**src/rtl/ifetch_ctrl_if.sv**
```systemverilog
// Instruction-bus and decode-handoff signals of the fetch stage.
// The master modport is the fetch sequencer; the slave side is the bus plus decode.
interface ifetch_ctrl_if #(
    parameter int PC_W = 32
);
    logic            inst_req;
    logic            inst_addr_ok;
    logic            inst_data_ok;
    logic [31:0]     inst_rdata;
    logic            if_valid;
    logic            id_allowin;
    logic [31:0]     if_inst;
    logic [PC_W-1:0] if_pc;
    logic            if_adel;

    modport master (
        output inst_req,
        input  inst_addr_ok,
        input  inst_data_ok,
        input  inst_rdata,
        output if_valid,
        output if_inst,
        output if_pc,
        output if_adel,
        input  id_allowin
    );

    modport slave (
        input  inst_req,
        output inst_addr_ok,
        output inst_data_ok,
        output inst_rdata,
        input  if_valid,
        input  if_inst,
        input  if_pc,
        input  if_adel,
        output id_allowin
    );
endinterface

```
**src/rtl/ifetch_ctrl.sv**
```systemverilog
// Fetch-stage sequencer: one outstanding instruction request, redirect cancellation,
// and a registered handoff of the fetched word to decode.
module ifetch_ctrl #(
    parameter int BOOT_DELAY = 4,
    parameter int PC_W       = 32
) (
    input  logic             clk,
    input  logic             resetn,
    input  logic [PC_W-1:0]  fetch_pc,
    input  logic             pc_adel,
    output logic             pc_refresh,
    input  logic             redirect,
    output logic             redirect_ack,
    ifetch_ctrl_if.master    bus
);

    localparam int CNT_W = (BOOT_DELAY > 1) ? $clog2(BOOT_DELAY) : 1;
    localparam logic [CNT_W-1:0] BOOT_LAST = CNT_W'(BOOT_DELAY - 1);

    typedef enum logic [1:0] {
        ST_BOOT = 2'd0,
        ST_REQ  = 2'd1,
        ST_WAIT = 2'd2,
        ST_HOLD = 2'd3
    } state_t;

    state_t            state_r;
    state_t            state_nxt_s;
    logic [CNT_W-1:0]  boot_cnt_r;
    logic [CNT_W-1:0]  boot_cnt_nxt_s;
    logic              cancel_r;
    logic              cancel_nxt_s;
    logic [PC_W-1:0]   pc_hold_r;
    logic [PC_W-1:0]   pc_hold_nxt_s;
    logic              if_valid_r;
    logic              if_valid_nxt_s;
    logic [31:0]       if_inst_r;
    logic [31:0]       if_inst_nxt_s;
    logic [PC_W-1:0]   if_pc_r;
    logic [PC_W-1:0]   if_pc_nxt_s;
    logic              if_adel_r;
    logic              if_adel_nxt_s;
    logic              inst_req_s;
    logic              redirect_ack_s;
    logic              seq_adv_s;

    // Next-state and handshake decode; redirect always wins over the other events of a state.
    always_comb begin
        state_nxt_s    = state_r;
        boot_cnt_nxt_s = boot_cnt_r;
        cancel_nxt_s   = cancel_r;
        pc_hold_nxt_s  = pc_hold_r;
        if_valid_nxt_s = if_valid_r;
        if_inst_nxt_s  = if_inst_r;
        if_pc_nxt_s    = if_pc_r;
        if_adel_nxt_s  = if_adel_r;
        inst_req_s     = 1'b0;
        redirect_ack_s = 1'b0;
        case (state_r)
            ST_BOOT: begin
                if (boot_cnt_r == BOOT_LAST) begin
                    state_nxt_s = ST_REQ;
                end else begin
                    boot_cnt_nxt_s = boot_cnt_r + CNT_W'(1);
                end
            end
            ST_REQ: begin
                inst_req_s = !pc_adel;
                if (redirect) begin
                    redirect_ack_s = 1'b1;
                    // An address accepted together with a redirect is for a dead PC.
                    if (inst_req_s && bus.inst_addr_ok) begin
                        state_nxt_s   = ST_WAIT;
                        cancel_nxt_s  = 1'b1;
                        pc_hold_nxt_s = fetch_pc;
                    end else begin
                        state_nxt_s = ST_REQ;
                    end
                end else if (pc_adel) begin
                    state_nxt_s    = ST_HOLD;
                    if_valid_nxt_s = 1'b1;
                    if_inst_nxt_s  = 32'h0000_0000;
                    if_adel_nxt_s  = 1'b1;
                    if_pc_nxt_s    = fetch_pc;
                end else if (bus.inst_addr_ok) begin
                    state_nxt_s   = ST_WAIT;
                    pc_hold_nxt_s = fetch_pc;
                end else begin
                    state_nxt_s = ST_REQ;
                end
            end
            ST_WAIT: begin
                if (bus.inst_data_ok) begin
                    if (cancel_r || redirect) begin
                        redirect_ack_s = redirect;
                        cancel_nxt_s   = 1'b0;
                        state_nxt_s    = ST_REQ;
                    end else begin
                        if_inst_nxt_s  = bus.inst_rdata;
                        if_pc_nxt_s    = pc_hold_r;
                        if_adel_nxt_s  = 1'b0;
                        if_valid_nxt_s = 1'b1;
                        state_nxt_s    = ST_HOLD;
                    end
                end else if (redirect) begin
                    redirect_ack_s = 1'b1;
                    cancel_nxt_s   = 1'b1;
                    state_nxt_s    = ST_WAIT;
                end else begin
                    state_nxt_s = ST_WAIT;
                end
            end
            ST_HOLD: begin
                if (redirect) begin
                    redirect_ack_s = 1'b1;
                    if_valid_nxt_s = 1'b0;
                    state_nxt_s    = ST_REQ;
                end else if (bus.id_allowin) begin
                    if_valid_nxt_s = 1'b0;
                    state_nxt_s    = ST_REQ;
                end else begin
                    state_nxt_s = ST_HOLD;
                end
            end
            default: begin
                state_nxt_s = ST_BOOT;
            end
        endcase
    end

    // Sequential PC advance happens only when decode takes the held word without a redirect.
    assign seq_adv_s    = (state_r == ST_HOLD) && if_valid_r && bus.id_allowin && !redirect;
    assign pc_refresh   = redirect_ack_s | seq_adv_s;
    assign redirect_ack = redirect_ack_s;

    assign bus.inst_req = inst_req_s;
    assign bus.if_valid = if_valid_r;
    assign bus.if_inst  = if_inst_r;
    assign bus.if_pc    = if_pc_r;
    assign bus.if_adel  = if_adel_r;

    // State, boot counter, cancel flag and decode-facing registers.
    always_ff @(posedge clk or negedge resetn) begin
        if (!resetn) begin
            state_r    <= ST_BOOT;
            boot_cnt_r <= '0;
            cancel_r   <= 1'b0;
            pc_hold_r  <= '0;
            if_valid_r <= 1'b0;
            if_inst_r  <= 32'h0000_0000;
            if_pc_r    <= '0;
            if_adel_r  <= 1'b0;
        end else begin
            state_r    <= state_nxt_s;
            boot_cnt_r <= boot_cnt_nxt_s;
            cancel_r   <= cancel_nxt_s;
            pc_hold_r  <= pc_hold_nxt_s;
            if_valid_r <= if_valid_nxt_s;
            if_inst_r  <= if_inst_nxt_s;
            if_pc_r    <= if_pc_nxt_s;
            if_adel_r  <= if_adel_nxt_s;
        end
    end

endmodule

```
**src/flat_wrapper.sv**
```systemverilog
// flat-port wrapper written by rule: the top's interface ports become plain ports
module ifetch_ctrl_flat 
#(
    parameter int BOOT_DELAY = 4,
    parameter int PC_W       = 32
)
  (clk, resetn, fetch_pc, pc_adel, pc_refresh, redirect, redirect_ack, bus_inst_req, bus_inst_addr_ok, bus_inst_data_ok, bus_inst_rdata, bus_if_valid, bus_if_inst, bus_if_pc, bus_if_adel, bus_id_allowin);
  ifetch_ctrl_if #(.PC_W(PC_W)) bus_i ();
  input  logic clk;
  input  logic resetn;
  input  logic [PC_W-1:0] fetch_pc;
  input  logic pc_adel;
  output logic pc_refresh;
  input  logic redirect;
  output logic redirect_ack;
  output wire logic [$bits(bus_i.inst_req)-1:0] bus_inst_req;
  input wire logic [$bits(bus_i.inst_addr_ok)-1:0] bus_inst_addr_ok;
  input wire logic [$bits(bus_i.inst_data_ok)-1:0] bus_inst_data_ok;
  input wire logic [$bits(bus_i.inst_rdata)-1:0] bus_inst_rdata;
  output wire logic [$bits(bus_i.if_valid)-1:0] bus_if_valid;
  output wire logic [$bits(bus_i.if_inst)-1:0] bus_if_inst;
  output wire logic [$bits(bus_i.if_pc)-1:0] bus_if_pc;
  output wire logic [$bits(bus_i.if_adel)-1:0] bus_if_adel;
  input wire logic [$bits(bus_i.id_allowin)-1:0] bus_id_allowin;
  assign bus_inst_req = bus_i.inst_req;
  assign bus_i.inst_addr_ok = bus_inst_addr_ok;
  assign bus_i.inst_data_ok = bus_inst_data_ok;
  assign bus_i.inst_rdata = bus_inst_rdata;
  assign bus_if_valid = bus_i.if_valid;
  assign bus_if_inst = bus_i.if_inst;
  assign bus_if_pc = bus_i.if_pc;
  assign bus_if_adel = bus_i.if_adel;
  assign bus_i.id_allowin = bus_id_allowin;
  ifetch_ctrl #(.BOOT_DELAY(BOOT_DELAY), .PC_W(PC_W)) u_core (.clk(clk), .resetn(resetn), .fetch_pc(fetch_pc), .pc_adel(pc_adel), .pc_refresh(pc_refresh), .redirect(redirect), .redirect_ack(redirect_ack), .bus(bus_i));
endmodule
```
**config.mk**
```make
export PLATFORM = sky130hd
export DESIGN_NAME = ifetch_ctrl_flat
export DESIGN_NICKNAME = d
export VERILOG_FILES = /design/src/rtl/ifetch_ctrl_if.sv /design/src/rtl/ifetch_ctrl.sv /design/src/flat_wrapper.sv
export SDC_FILE = /design/constraint.sdc
export NUM_CORES = 1
export LEC_CHECK = 0
export CORE_ASPECT_RATIO = 1.2
export CORE_MARGIN = 5
export CORE_UTILIZATION = 39
export DETAILED_ROUTE_END_ITERATION = 6
export HOLD_SLACK_MARGIN = 0.12
export PLACE_DENSITY = 0.69
export SYNTH_ARGS = -nofsm -noshare
export SYNTH_HDL_FRONTEND = slang
export SYNTH_SLANG_ARGS = --single-unit
```
**constraint.sdc**
```tcl
create_clock -name clk -period 2.4 [get_ports clk]
set_input_delay 0.24 -clock clk [delete_from_list [all_inputs] [get_ports clk]]
set_output_delay 0.24 -clock clk [all_outputs]
set_load 0.01 [all_outputs]
```
==> results.cfg <==
[outcome]
status = finished, final reports clean

[power_and_ir_drop]
leakage_nw = 2.81
power_mw = 7.59
p_per_area_mw_per_mm2 = 1210
ir_drop_mv = 0.538

[clocking]
clock_latency_ns = 0.34
cts.sinks = 103
tritoncts = built
cts_inserted_buffers = 9
h-tree-depth = 3
post_cts_buffers = 0
clockBufferDepth = 2
cts_root_buf = clkbuf_16
clk_pin_slew_ns = 0.07

[sta]
rsz0062_at_grt = no
fmax_mhz = 448
worst_slew_pin_slew_ns = 0.664
finalCritPeriodShare_pct = 92.9
finalClockSkew_ns = 0.00889
slew-limit-headroom_pct = 55.8
report.final.setup_viol = 0
min_period_ns = 2.23
tns_ns = 0
slew_viol_final = 0
finalHoldViolCount = 0

[critical_path]
crit_chain = ha_1 > nor3_2 > nor3_2 > a41o_1 > clkdlybuf4s50_1
reg2reg_slack_ns = 0.25
critPathMaxFanout = 5
crit_family = buffers and inverters
cp-end-kind = output pin
crit_top_cell = nor3_2
crit_buf_inv = 1
cp_slowest_cell = clkdlybuf4s50_1
start_kind = register
critPathArrivalTime_ns = 1.99
r2r_start = u_core.state_r[1]$_DFFE_PN0N_
cp-startpoint = u_core.state_r[0]$_DFFE_PN0N_
required_ns = 2.16
worstSetupPathType = register to output pin
cpPeakStageDelay_ns = 0.47

[die]
start_util_pct = 39.9
row_count = 42
fp.dieH_um = 127
fp.dieArea_sq_mm = 0.0136
die_w_um = 107
core-area_sq_mm = 0.0111
io_pins = 140

[layout]
syn2layout_area_growth_pct = 42.0
final_common_cell = clkdlybuf4s50_1
nets = 613
layout.cells.non_filler = 694
drive_gt1_share_pct = 12.0
fill_cells = 972
most-common-layout-cells = clkdlybuf4s50_1 (137), dfrtp_1 (102), nand2_1 (98)
num_antenna_cells = 0

[synth]
ys_seq_area_share_pct = 58.3
synth_cell_types = 31
netlist_area_sq_mm = 0.00442
ys_ff_latch = 103
avgSynthCellArea_sq_um = 11.1
yosysWarningCount = 0
postSynthCellCount = 400
syn_nets = 478

[place]
gp_congestion = 0.774
dpl.hpwl_um = 7310
portBuffers = 139
dpl.cell_count = 677

[worst_hold_path]
hold_path.class = primary input to register
worstHoldStart = bus_inst_rdata[15]

[grt]
grt_pass1_wl_um = 17400
grt_usage_pct = 15.7
grt_overflow = 0
grt_max_degree = 72
grt_pass1_vias = 3570
antenna_found_initial = 0

[detailed_routing]
viasPerCell = 4.84
drt-met1-wl_um = 4660
wl_per_cell_um = 15.0
ant_nets = 0
dr.pass1.iters = 4
met2_wirelength_um = 4720
drt-total-wl_um = 10400
drtIter0Drc = 132
route.met3.wl_um = 914
num_vias = 3358
top_layer = met4
drc = 0

[job]
drv_cap = 0
-- cell usage after synthesis (all sizes together) --
cell	instances	area, sq um
dfrtp	103	2580
o21ai	37	185
clkbuf	4	15.0
mux2i	33	330
a31oi	1	6.26
a211o	1	8.76
a211oi	2	20.0
nand3b	1	7.51
a21oi	1	5.00
o31ai	1	7.51
a41o	1	10.0
mux2	33	372
nand2	98	368
nand2b	2	12.5
o211ai	1	7.51
a22oi	2	15.0
ha	7	87.6
and2	1	6.26
xnor2	1	8.76
nand3	34	170
nor3	3	15.0
nor2b	2	15.0
nor3b	1	7.51
inv	7	26.3
a32o	1	10.0
nor2	1	3.75
buf	21	123
-- worst min-delay path, delay by kind of cell --
family        cells  cell delay [ns]
buf+inv           1             0.40
simple gates      2             0.11
-- logic make-up after synthesis --
logic type,after synthesis,synth area share [%]
simple gates,143,13.7
flops,103,58.3
mux,66,15.9
compound gates,48,6.23
buf+inv,32,3.71
fa+ha+maj,7,1.98
xor+xnor,1,0.198
-- sequential cells by signal, indices dropped and copies added (netlist names) --
register / count
u_core.bus.if_inst: 32
u_core.bus.if_pc: 32
u_core.pc_hold_r: 32
u_core.boot_cnt_r: 2
u_core.state_r: 2
u_core.bus.if_adel: 1
u_core.bus.if_valid: 1
u_core.cancel_r: 1
-- power by group --
group / switching [mW] / leakage, nW / internal [mW] / total (mW)
registers: 0.442 / 1.29 / 2.53 / 2.98
logic: 1.46 / 1.38 / 1.69 / 3.16
clock network: 0.638 / 0.139 / 0.815 / 1.45
total: 2.54 / 2.81 / 5.04 / 7.59
-- metrics by stage --
step / instance area (sq um) / worst slack [ns] / hold WS, ns / utilization (%)
global route: 6280 / 0.0419 / 0.451 / 56.6
detailed placement: 5960 / 0.245 / 0.316 / 53.7
floorplan: 4420 / 0.675 / -0.0556 / -
CTS: 6260 / 0.0685 / 0.431 / 56.5
finish: 6280 / 0.170 / 0.441 / 56.6
global placement: 5960 / 0.360 / 0.313 / 53.7
-- area by class of cell --
| type | count | area, sq um | area share [%] |
|---|---|---|---|
| Sequential cell | 103 | 2580 | 41.1 |
| Multi-Input combinational cell | 265 | 1700 | 27.1 |
| Timing Repair Buffer | 149 | 1480 | 23.6 |
| Clock buffer | 10 | 229 | 3.65 |
| Tap cell | 154 | 193 | 3.07 |
| Clock inverter | 6 | 67.6 | 1.08 |
| Inverter | 7 | 26.3 | 0.419 |
-- worst paths after layout --
| check | depth (start not counted) | endpoint |
|---|---|---|
| max | 5 | pc_refresh |
| min | 3 | u_core.bus.if_inst[15]$_DFFE_PN0P_ |
| max reg2reg | 6 | u_core.bus.if_pc[30]$_DFFE_PN0P_ |
| min reg2reg | 2 | u_core.bus.if_inst[18]$_DFFE_PN0P_ |
| max in group asynchronous | 3 | u_core.state_r[0]$_DFFE_PN0N_ |
| min in group asynchronous | 2 | u_core.pc_hold_r[30]$_DFFE_PN0P_ |
-- timing repair --
action                                  4_1_cts  5_1_grt
endpoints found under the hold margin        51        0
endpoints found under the setup margin        0        2
hold buffers                                  1        0
gates resized for setup                       0        4
-- routing by layer --
layer | GRT usage (%) | up-vias
met5 | 0 | -
met4 | 4.06 | 0
met3 | 6.00 | 7
met2 | 24.6 | 113
met1 | 20.6 | 1621
li1 | - | 1617
Power figures use the tool's default switching activity.
